==> config.mk <==
export PLATFORM = sky130hd
export DESIGN_NAME = biu_access_tracker
export DESIGN_NICKNAME = d
export VERILOG_FILES = /design/src/rtl/biu_access_tracker.sv
export SDC_FILE = /design/constraint.sdc
export NUM_CORES = 1
export LEC_CHECK = 0
export BUFFER_PORTS_ARGS = -buffer_cell sky130_fd_sc_hd__buf_4
export CELL_PAD_IN_SITES_DETAIL_PLACEMENT = 0
export CELL_PAD_IN_SITES_GLOBAL_PLACEMENT = 2
export CORE_ASPECT_RATIO = 0.7
export CORE_MARGIN = 2
export CORE_UTILIZATION = 40
export DETAILED_ROUTE_END_ITERATION = 10
export PLACE_DENSITY = 0.77
export SYNTH_ARGS = -nofsm -noshare
export SYNTH_HDL_FRONTEND = slang
export SYNTH_SLANG_ARGS = --single-unit
==> constraint.sdc <==
create_clock -name clk_i -period 4.1 [get_ports clk_i]
set_input_delay 0.205 -clock clk_i [delete_from_list [all_inputs] [get_ports clk_i]]
set_output_delay 0.205 -clock clk_i [all_outputs]
set_load 0.01 [all_outputs]
==> src/rtl/biu_access_tracker.sv <==
// -----------------------------------------------------------------------------
// biu_access_tracker
//
// Follows core BIU request/acknowledge traffic and turns each completed access
// into a single registered record for the task-monitor logging stage.
// Requests are queued in order with their context. Each acknowledge retires
// the oldest entry. Read data is merged in, and an address window decides
// whether the access is emitted as a record.
//
// Ports
//   clk_i          clock, all state updates on the rising edge
//   rst_ni         asynchronous active-low reset
//   req_i          access request accepted this cycle
//   adr_i, d_i     request address / write data
//   we_i           1 = write, 0 = read
//   size_i         access size (biu_size_t encoding, 2 bits)
//   sp_i, ra_i     core sp / ra captured with the request
//   ack_i          completion of the oldest outstanding request
//   q_i            read data, valid together with ack_i
//   rec_valid_o    one-cycle strobe, record fields valid
//   rec_*_o        record fields; they hold until the next emitted record
//   outstanding_o  FIFO occupancy after the last edge
//   rec_cnt_o      number of records emitted (wraps)
//   overflow_o     sticky: a request was dropped because the FIFO was full
//   orphan_o       sticky: an ack arrived with nothing outstanding
// -----------------------------------------------------------------------------
module biu_access_tracker #(
  parameter int unsigned       XLEN          = 32,
  parameter int unsigned       DEPTH         = 4,
  parameter logic [XLEN-1:0]   ADDRESS_BASE  = 'h0000_0000,
  parameter logic [XLEN-1:0]   ADDRESS_RANGE = 'h4000
) (
  input  logic                       clk_i,
  input  logic                       rst_ni,
  input  logic                       req_i,
  input  logic [XLEN-1:0]            adr_i,
  input  logic [XLEN-1:0]            d_i,
  input  logic                       we_i,
  input  logic [1:0]                 size_i,
  input  logic [XLEN-1:0]            sp_i,
  input  logic [XLEN-1:0]            ra_i,
  input  logic                       ack_i,
  input  logic [XLEN-1:0]            q_i,
  output logic                       rec_valid_o,
  output logic [XLEN-1:0]            rec_adr_o,
  output logic [XLEN-1:0]            rec_data_o,
  output logic [XLEN-1:0]            rec_sp_o,
  output logic [XLEN-1:0]            rec_ra_o,
  output logic                       rec_we_o,
  output logic [1:0]                 rec_size_o,
  output logic [$clog2(DEPTH+1)-1:0] outstanding_o,
  output logic [31:0]                rec_cnt_o,
  output logic                       overflow_o,
  output logic                       orphan_o
);

  localparam int unsigned PW = $clog2(DEPTH);
  localparam int unsigned CW = $clog2(DEPTH+1);

  // Entry storage. It needs no reset because occupancy gates every read.
  logic [XLEN-1:0] adr_mem [DEPTH];
  logic [XLEN-1:0] d_mem   [DEPTH];
  logic [XLEN-1:0] sp_mem  [DEPTH];
  logic [XLEN-1:0] ra_mem  [DEPTH];
  logic            we_mem  [DEPTH];
  logic [1:0]      sz_mem  [DEPTH];

  logic [PW-1:0]   wr_ptr_q, rd_ptr_q;
  logic [CW-1:0]   count_q, count_d;

  logic            rec_valid_q;
  logic [XLEN-1:0] rec_adr_q, rec_data_q, rec_sp_q, rec_ra_q;
  logic            rec_we_q;
  logic [1:0]      rec_size_q;
  logic [31:0]     rec_cnt_q;
  logic            overflow_q, orphan_q;

  logic            empty, full, pop, push, drop, orphan, in_range, emit;
  logic [XLEN-1:0] head_adr;
  logic [XLEN:0]   win_end;

  assign empty  = (count_q == '0);
  assign full   = (count_q == CW'(DEPTH));
  // Pop depends only on occupancy before the edge. A request arriving in the
  // same cycle can never satisfy its own ack.
  assign pop    = ack_i && !empty;
  assign orphan = ack_i && empty;
  // A full FIFO can still accept a request when the head leaves in the same cycle.
  assign push   = req_i && (!full || pop);
  assign drop   = req_i && full && !pop;

  // The window end uses one extra bit so that BASE+RANGE cannot wrap to zero.
  assign head_adr = adr_mem[rd_ptr_q];
  assign win_end  = {1'b0, ADDRESS_BASE} + {1'b0, ADDRESS_RANGE};
  assign in_range = (head_adr >= ADDRESS_BASE) && ({1'b0, head_adr} < win_end);
  assign emit     = pop && in_range;

  always_comb begin
    count_d = count_q;
    if (push && !pop) begin
      count_d = count_q + CW'(1);
    end else if (pop && !push) begin
      count_d = count_q - CW'(1);
    end
  end

  always_ff @(posedge clk_i) begin
    if (push) begin
      adr_mem[wr_ptr_q] <= adr_i;
      d_mem[wr_ptr_q]   <= d_i;
      sp_mem[wr_ptr_q]  <= sp_i;
      ra_mem[wr_ptr_q]  <= ra_i;
      we_mem[wr_ptr_q]  <= we_i;
      sz_mem[wr_ptr_q]  <= size_i;
    end
  end

  always_ff @(posedge clk_i or negedge rst_ni) begin
    if (!rst_ni) begin
      wr_ptr_q    <= '0;
      rd_ptr_q    <= '0;
      count_q     <= '0;
      rec_valid_q <= 1'b0;
      rec_adr_q   <= '0;
      rec_data_q  <= '0;
      rec_sp_q    <= '0;
      rec_ra_q    <= '0;
      rec_we_q    <= 1'b0;
      rec_size_q  <= '0;
      rec_cnt_q   <= '0;
      overflow_q  <= 1'b0;
      orphan_q    <= 1'b0;
    end else begin
      if (push) wr_ptr_q <= wr_ptr_q + PW'(1);
      if (pop)  rd_ptr_q <= rd_ptr_q + PW'(1);
      count_q     <= count_d;
      rec_valid_q <= emit;
      if (emit) begin
        rec_adr_q  <= head_adr;
        // Reads take the acknowledge data. Writes report the data they stored.
        rec_data_q <= we_mem[rd_ptr_q] ? d_mem[rd_ptr_q] : q_i;
        rec_sp_q   <= sp_mem[rd_ptr_q];
        rec_ra_q   <= ra_mem[rd_ptr_q];
        rec_we_q   <= we_mem[rd_ptr_q];
        rec_size_q <= sz_mem[rd_ptr_q];
        rec_cnt_q  <= rec_cnt_q + 32'd1;
      end
      if (drop)   overflow_q <= 1'b1;
      if (orphan) orphan_q   <= 1'b1;
    end
  end

  assign rec_valid_o   = rec_valid_q;
  assign rec_adr_o     = rec_adr_q;
  assign rec_data_o    = rec_data_q;
  assign rec_sp_o      = rec_sp_q;
  assign rec_ra_o      = rec_ra_q;
  assign rec_we_o      = rec_we_q;
  assign rec_size_o    = rec_size_q;
  assign outstanding_o = count_q;
  assign rec_cnt_o     = rec_cnt_q;
  assign overflow_o    = overflow_q;
  assign orphan_o      = orphan_q;

endmodule

-- After elaboration in Yosys (flattened, before gate mapping)
Memory sizes are Yosys's and may differ from the RTL's. A register that Yosys moved wholly into a read port is not among the register bits.
Index checks and enable logic that the tools add are counted.
- flip-flop bits (word level): 107
- bits in writable memories: 524
- output and inout port bits: 169
- memories kept: 6
- memories (name ; words ; bits a word ; rd ports ; clocked after memory_dff ; wr ports ; line ; RTL):
    adr_mem ; 4 ; 32 ; 1 ; 0 ; 1 ; 61 ; logic [XLEN-1:0] adr_mem [DEPTH];
    d_mem ; 4 ; 32 ; 1 ; 0 ; 1 ; 62 ; logic [XLEN-1:0] d_mem [DEPTH];
    ra_mem ; 4 ; 32 ; 1 ; 1 ; 1 ; 64 ; logic [XLEN-1:0] ra_mem [DEPTH];
    sp_mem ; 4 ; 32 ; 1 ; 1 ; 1 ; 63 ; logic [XLEN-1:0] sp_mem [DEPTH];
    sz_mem ; 4 ; 2 ; 1 ; 1 ; 1 ; 66 ; logic [1:0] sz_mem [DEPTH];
    we_mem ; 4 ; 1 ; 1 ; 0 ; 1 ; 65 ; logic we_mem [DEPTH];
- add/subtract/negate cells: 5
- order comparisons: 2
- equal/unequal tests: 1
- muxes and demuxes: 5
- reduce and logical (&&, ||, !) cells: 19
- operators by type and width (operator ; count):
    32-bit by 1-bit adder with 32-bit output (second input constant) ; 1
    32-bit by 1-bit greater-or-equal comparator with 1-bit output (second input constant) ; 1
    32-bit by 15-bit less-than comparator with 1-bit output (second input constant) ; 1
    32-bit 2-to-1 mux ; 1
    1-bit logical AND ; 9
    1-bit zero test ; 7
    3-bit 2-to-1 mux ; 2
    2-bit by 1-bit adder with 2-bit output (second input constant) ; 2
    3-bit by 1-bit adder with 3-bit output (second input constant) ; 1
    3-bit equality test (second input constant) ; 1
    3-bit zero test ; 1
    3-bit by 1-bit subtractor with 3-bit output (second input constant) ; 1
    1-bit 2-to-1 mux ; 2
    2-bit nonzero test ; 1
    1-bit logical OR ; 1

-- Longest topological paths before layout
- word-level depth: 9
- depth in mapped cells: 10
- mapped depth without buffers: 8

-- Worst setup path before layout
No wires, ideal clock.
- path type: register to register
- from: register count_q[2] (netlist: outstanding_o[2])
- to: memory adr_mem[0][0], enable pin
- library setup time: 506 ps
- arrival: 3977 ps
- setup slack: -383 ps
- cell stages (with the launch flop): 5
- cells stage by stage: dfrtp_1 -> nor4b_1 -> nor2b_1 -> clkbuf_1 -> and2_1
- cells in the longest elaborated chain, start to end: 7
- elaborated cells on any way between the ends: 9
- those cells by class: eq/ne (1); mux (2); reduce/logical (6)
- RTL lines (item ; line ; RTL):
    start: declaration ; 69 ; logic [CW-1:0] count_q, count_d;
    start signal: assignment ; 136 ; count_q <= count_d;
    3-bit zero test ; 82 ; assign empty = (count_q == '0);
    1-bit zero test ; 86 ; assign pop = ack_i && !empty;
    1-bit logical AND ; 86 ;
    1-bit logical OR (*) ; 89 ; assign push = req_i && (!full || pop);
    1-bit logical AND (*) ; 89 ;
    1-bit 2-to-1 mux (*) ; 108 ; if (push) begin
    1-bit 2-to-1 mux (not written as such) (*) ; 109 ; adr_mem[wr_ptr_q] <= adr_i;
    end: declaration ; 61 ;
Every way passes the cells marked *; elsewhere a longest branch is shown, timed or not.

-- Final worst setup path
- from: register rd_ptr_q[1]
- to: register rec_sp_q[1] (netlist: rec_sp_o[1]), read port of sp_mem
- cells in the longest elaborated chain, start to end: 4
- elaborated cells on any way between the ends: 5
- those cells by class: order compare (2); reduce/logical (2); memory (1)
- RTL lines (item ; line ; RTL):
    start: declaration ; 68 ; logic [PW-1:0] wr_ptr_q, rd_ptr_q;
    start signal: assignment ; 135 ; if (pop) rd_ptr_q <= rd_ptr_q + PW'(1);
    memory read 4 x 32 bit ; n/a ;
    32-bit by 1-bit greater-or-equal comparator with 1-bit output or 32-bit by 15-bit less-than comparator with 1-bit output (tied branches) ; 95 ; assign in_range = (head_adr >= ADDRESS_BASE) && ({1'b0, head_adr} < win_end);
    1-bit logical AND ; 95 ;
    1-bit logical AND ; 96 ; assign emit = pop && in_range;
    end: declaration ; 72 ; logic [XLEN-1:0] rec_adr_q, rec_data_q, rec_sp_q, rec_ra_q;
Several ways; a longest one is shown, not always the timed one.
A chain may end at the register's enable or synchronous reset.

==> results by group <==
Floorplan
  – Initial Utilization: 40.5%
  – Core area: 63,300 um^2
  – Num ports: 336
  – Die height: 216 um
  – Cell Rows: 77
  – Die width: 307 um
  – Total die area: 66,200 um^2

Synth
  – Synthesized Nets: 1,399
  – Most used standard cell by instance count after synthesis: edfxtp_1
  – Syn_area_per_cell: 20.9 um^2
  – FFs w/ async S/R, synth: 24.8%
  – Area leader, netlist: edfxtp_1
  – Synthesized area: 25,600 um^2
  – Netlist cell types: 37
  – Synth top area share: 61.4%
  – Syn. warnings: 0
  – Seq/Total Area, Yosys: 78.3%
  – Largest cells by area after synthesis: edfxtp_1, dfrtp_1, mux4_2
  – Commonest cells in the netlist: edfxtp_1, dfrtp_1, mux4_2, mux2_2, nor2_1
  – Yosys reg bits: 697
  – Synth Instances: 1,225
  – Post-synth EDFFs: 524
  – Dominant synthesized flop cell: edfxtp_1

Layout
  – Nets: 1,947
  – Layout cell share with drive strength beyond 1: 36.9%
  – Final Util: 52.4%
  – Design Area, Final: 33,200 um^2
  – Fillcell total: 5,047
  – Finished Layout Cells: 2,656
  – Area delta synth->final: 29.5%

Drt
  – TritonRoute pass-1 iters: 5
  – Post-route DRC: 0
  – Vias: 13,205
  – Post-Route WL: 55,300 um
  – Initial drt markers: 923
  – Vias per inst: 4.97
  – Final ANT Viol Nets: 0
  – Wire per inst: 20.8 um

Worst setup path
  – Critical Path RT: 4.56 ns
  – Worst setup path start: rd_ptr_q[1]$_DFFE_PN0N_
  – Worst-path fanout max: 63
  – Reg2Reg Depth: 5
  – Critical path endpoint category: flip-flop
  – Kind of critical path: reg -> reg
  – R2R Setup Slk: 1.07 ns
  – Reg2reg start: rd_ptr_q[1]$_DFFE_PN0N_
  – Crit path launch type: flip-flop
  – Worst endpoint data arrival time: 3.49 ns
  – R2R Path End: rec_sp_o[1]$_DFFE_PN0P_

Worst hold path
  – Worst min path class: in -> async

Placement
  – HPWL Detailed: 33,200 um
  – GP Congestion: 0.755
  – Dpl cells: 2,364
  – Area post-placement: 29,300 um^2
  – IO buf count: 335

STA
  – Final TNS setup: 0 ns
  – Final Hold Viols: 0
  – Max frequency: 331 MHz
  – # setup viols final: 0
  – Clock Skew: 0.0200 ns
  – Worst rel slew slack: 29.3%
  – Minimum clock period: 3.03 ns
  – Final period util: 73.8%
  – Max-slew violations: 0
  – Worst Max-Slew Pin Slew: 1.06 ns
  – RSZ-0062 raised after global routing: false

Clock network
  – CTS root buf: clkbuf_16
  – H-tree levels: 3
  – CTS Buf Count: 69
  – TritonCTS sink count: 697
  – TritonCTS clock tree: done
  – Skew-Pair Late Insertion Delay: 0.60 ns
  – Clock slew at reported path FFs: 0.06 ns
  – CTS Buffer Depth: 3

Pwr
  – Power Density: 578 nW/um^2
  – Overall power: 0.0192 W
  – Clock power frac: 32.5%
  – Sequential share of power: 47.5%
  – Pint: 0.0143 W
  – Leakage: 12.8 nW
  – Switch Pwr: 0.00490 W
  – Sw Share: 25.5%
  – Max VDD drop: 0.000342 V
  – Logic pwr share: 20.0%

GRT
  – Grt total ovfl: 0
  – Initial antenna violation count: 1
  – Overall global routing resource usage: 16.9%
  – Number of global-route vias before repair: 14,263
  – First-pass GRT wire length: 85,100 um
  – Largest net degree at the start of global routing: 132

Run status
  – Status: finished, final reports clean

Flow run
  – Max Cap Viol: 0
[sequential cells by signal, indices dropped and copies added, names as in the netlist, 2 cells and up]
signal	flops
rec_data_o	32
d_mem	128
we_mem	4
rec_ra_o	32
outstanding_o	3
wr_ptr_q	2
rec_cnt_o	32
rd_ptr_q	2
rec_size_o	2
rec_adr_o	32
rec_sp_o	32
ra_mem	128
adr_mem	128
sp_mem	128
sz_mem	8
[layer usage]
| layer | wire, um | global-route usage [%] | vias to the layer above |
|---|---|---|---|
| met1 | 24700 | 23.0 | 6900 |
| met5 | 0 | 0 | - |
| met4 | 942 | 4.48 | 0 |
| li1 | - | - | 5959 |
| met3 | 2500 | 3.70 | 70 |
| met2 | 27100 | 27.7 | 276 |
[critical path: stages (launching register included)]
cell and delay, ns:
dfrtp_4 0.72, or4b_1 0.51, a311oi_2 0.37, and4bb_4 0.43
buf_12 0.35, mux2_2 0.39
[placed cells by master, fill, tap and decap left out, types with 16 or more instances in the layout]
| cell | count |
|---|---|
| nand2_1 | 21 |
| xnor2_1 | 21 |
| dlygate4sd3_1 | 167 |
| mux4_2 | 114 |
| nor2_1 | 43 |
| a21oi_1 | 33 |
| xor2_1 | 16 |
| nor4_1 | 17 |
| and2_1 | 18 |
| mux2i_1 | 32 |
| clkbuf_16 | 71 |
| buf_4 | 353 |
| mux2_2 | 83 |
| edfxtp_1 | 524 |
| dfrtp_1 | 171 |
| clkinv_2 | 18 |
[logic make-up after synthesis]
kind of cell / count (synthesis) / synth area share [%]
buf+inv: 60 / 1.08
simple gates: 156 / 3.25
compound gates: 39 / 0.844
flops: 697 / 78.3
mux: 229 / 14.9
fa+ha+maj: 7 / 0.371
xor+xnor: 37 / 1.26
[layout make-up]
cell class,instances,area (um^2),area share (%)
inverters,6,22.5,0.0679
diodes,1,2.50,0.00754
repair buffers,531,4540,13.7
well taps,829,1040,3.12
flip-flops and latches,697,20100,60.5
clock inverters,34,322,0.969
multi-input cells,468,5300,16.0
clock buffers,90,1900,5.72
[metrics by stage]
stage               hold WS [ns]  setup slack (ns)
finish                     0.246              1.07
CTS                        0.233              1.09
global placement           0.311              1.16
floorplan                -0.0906              1.07
detailed placement         0.312              1.10
global route               0.297             0.811
[power groups by stage]
stage	sequential (W)	clock, W	combinational [W]
final	0.00911	0.00624	0.00384
after global routing	0.00919	0.00670	0.00419
after CTS	0.00912	0.00642	0.00397
after detailed placement	0.00926	0	0.00382
after global placement	0.00920	0	0.00379
after floorplan	0.00917	0	0.00261
[worst max path at each step]
stage,to,slack [ns]
3_5_place_dp,rec_ra_o[5]$_DFFE_PN0P_,1.10
2_1_floorplan,adr_mem[0][0]$_DFFE_PP_,1.07
4_1_cts,rec_sp_o[1]$_DFFE_PN0P_,1.09
3_3_place_gp,rec_sp_o[1]$_DFFE_PN0P_,1.16
6_report,rec_sp_o[1]$_DFFE_PN0P_,1.07
5_1_grt,rec_cnt_o[29]$_DFFE_PN0P_,0.81
[repair_timing]
action	in CTS	in global routing
gates resized for setup	0	0
setup buffers	0	0
endpoints found under the setup margin	0	0
hold endpoints to repair	634	0
hold buffers	167	0
Note: power is estimated with default switching activity, not from simulation.
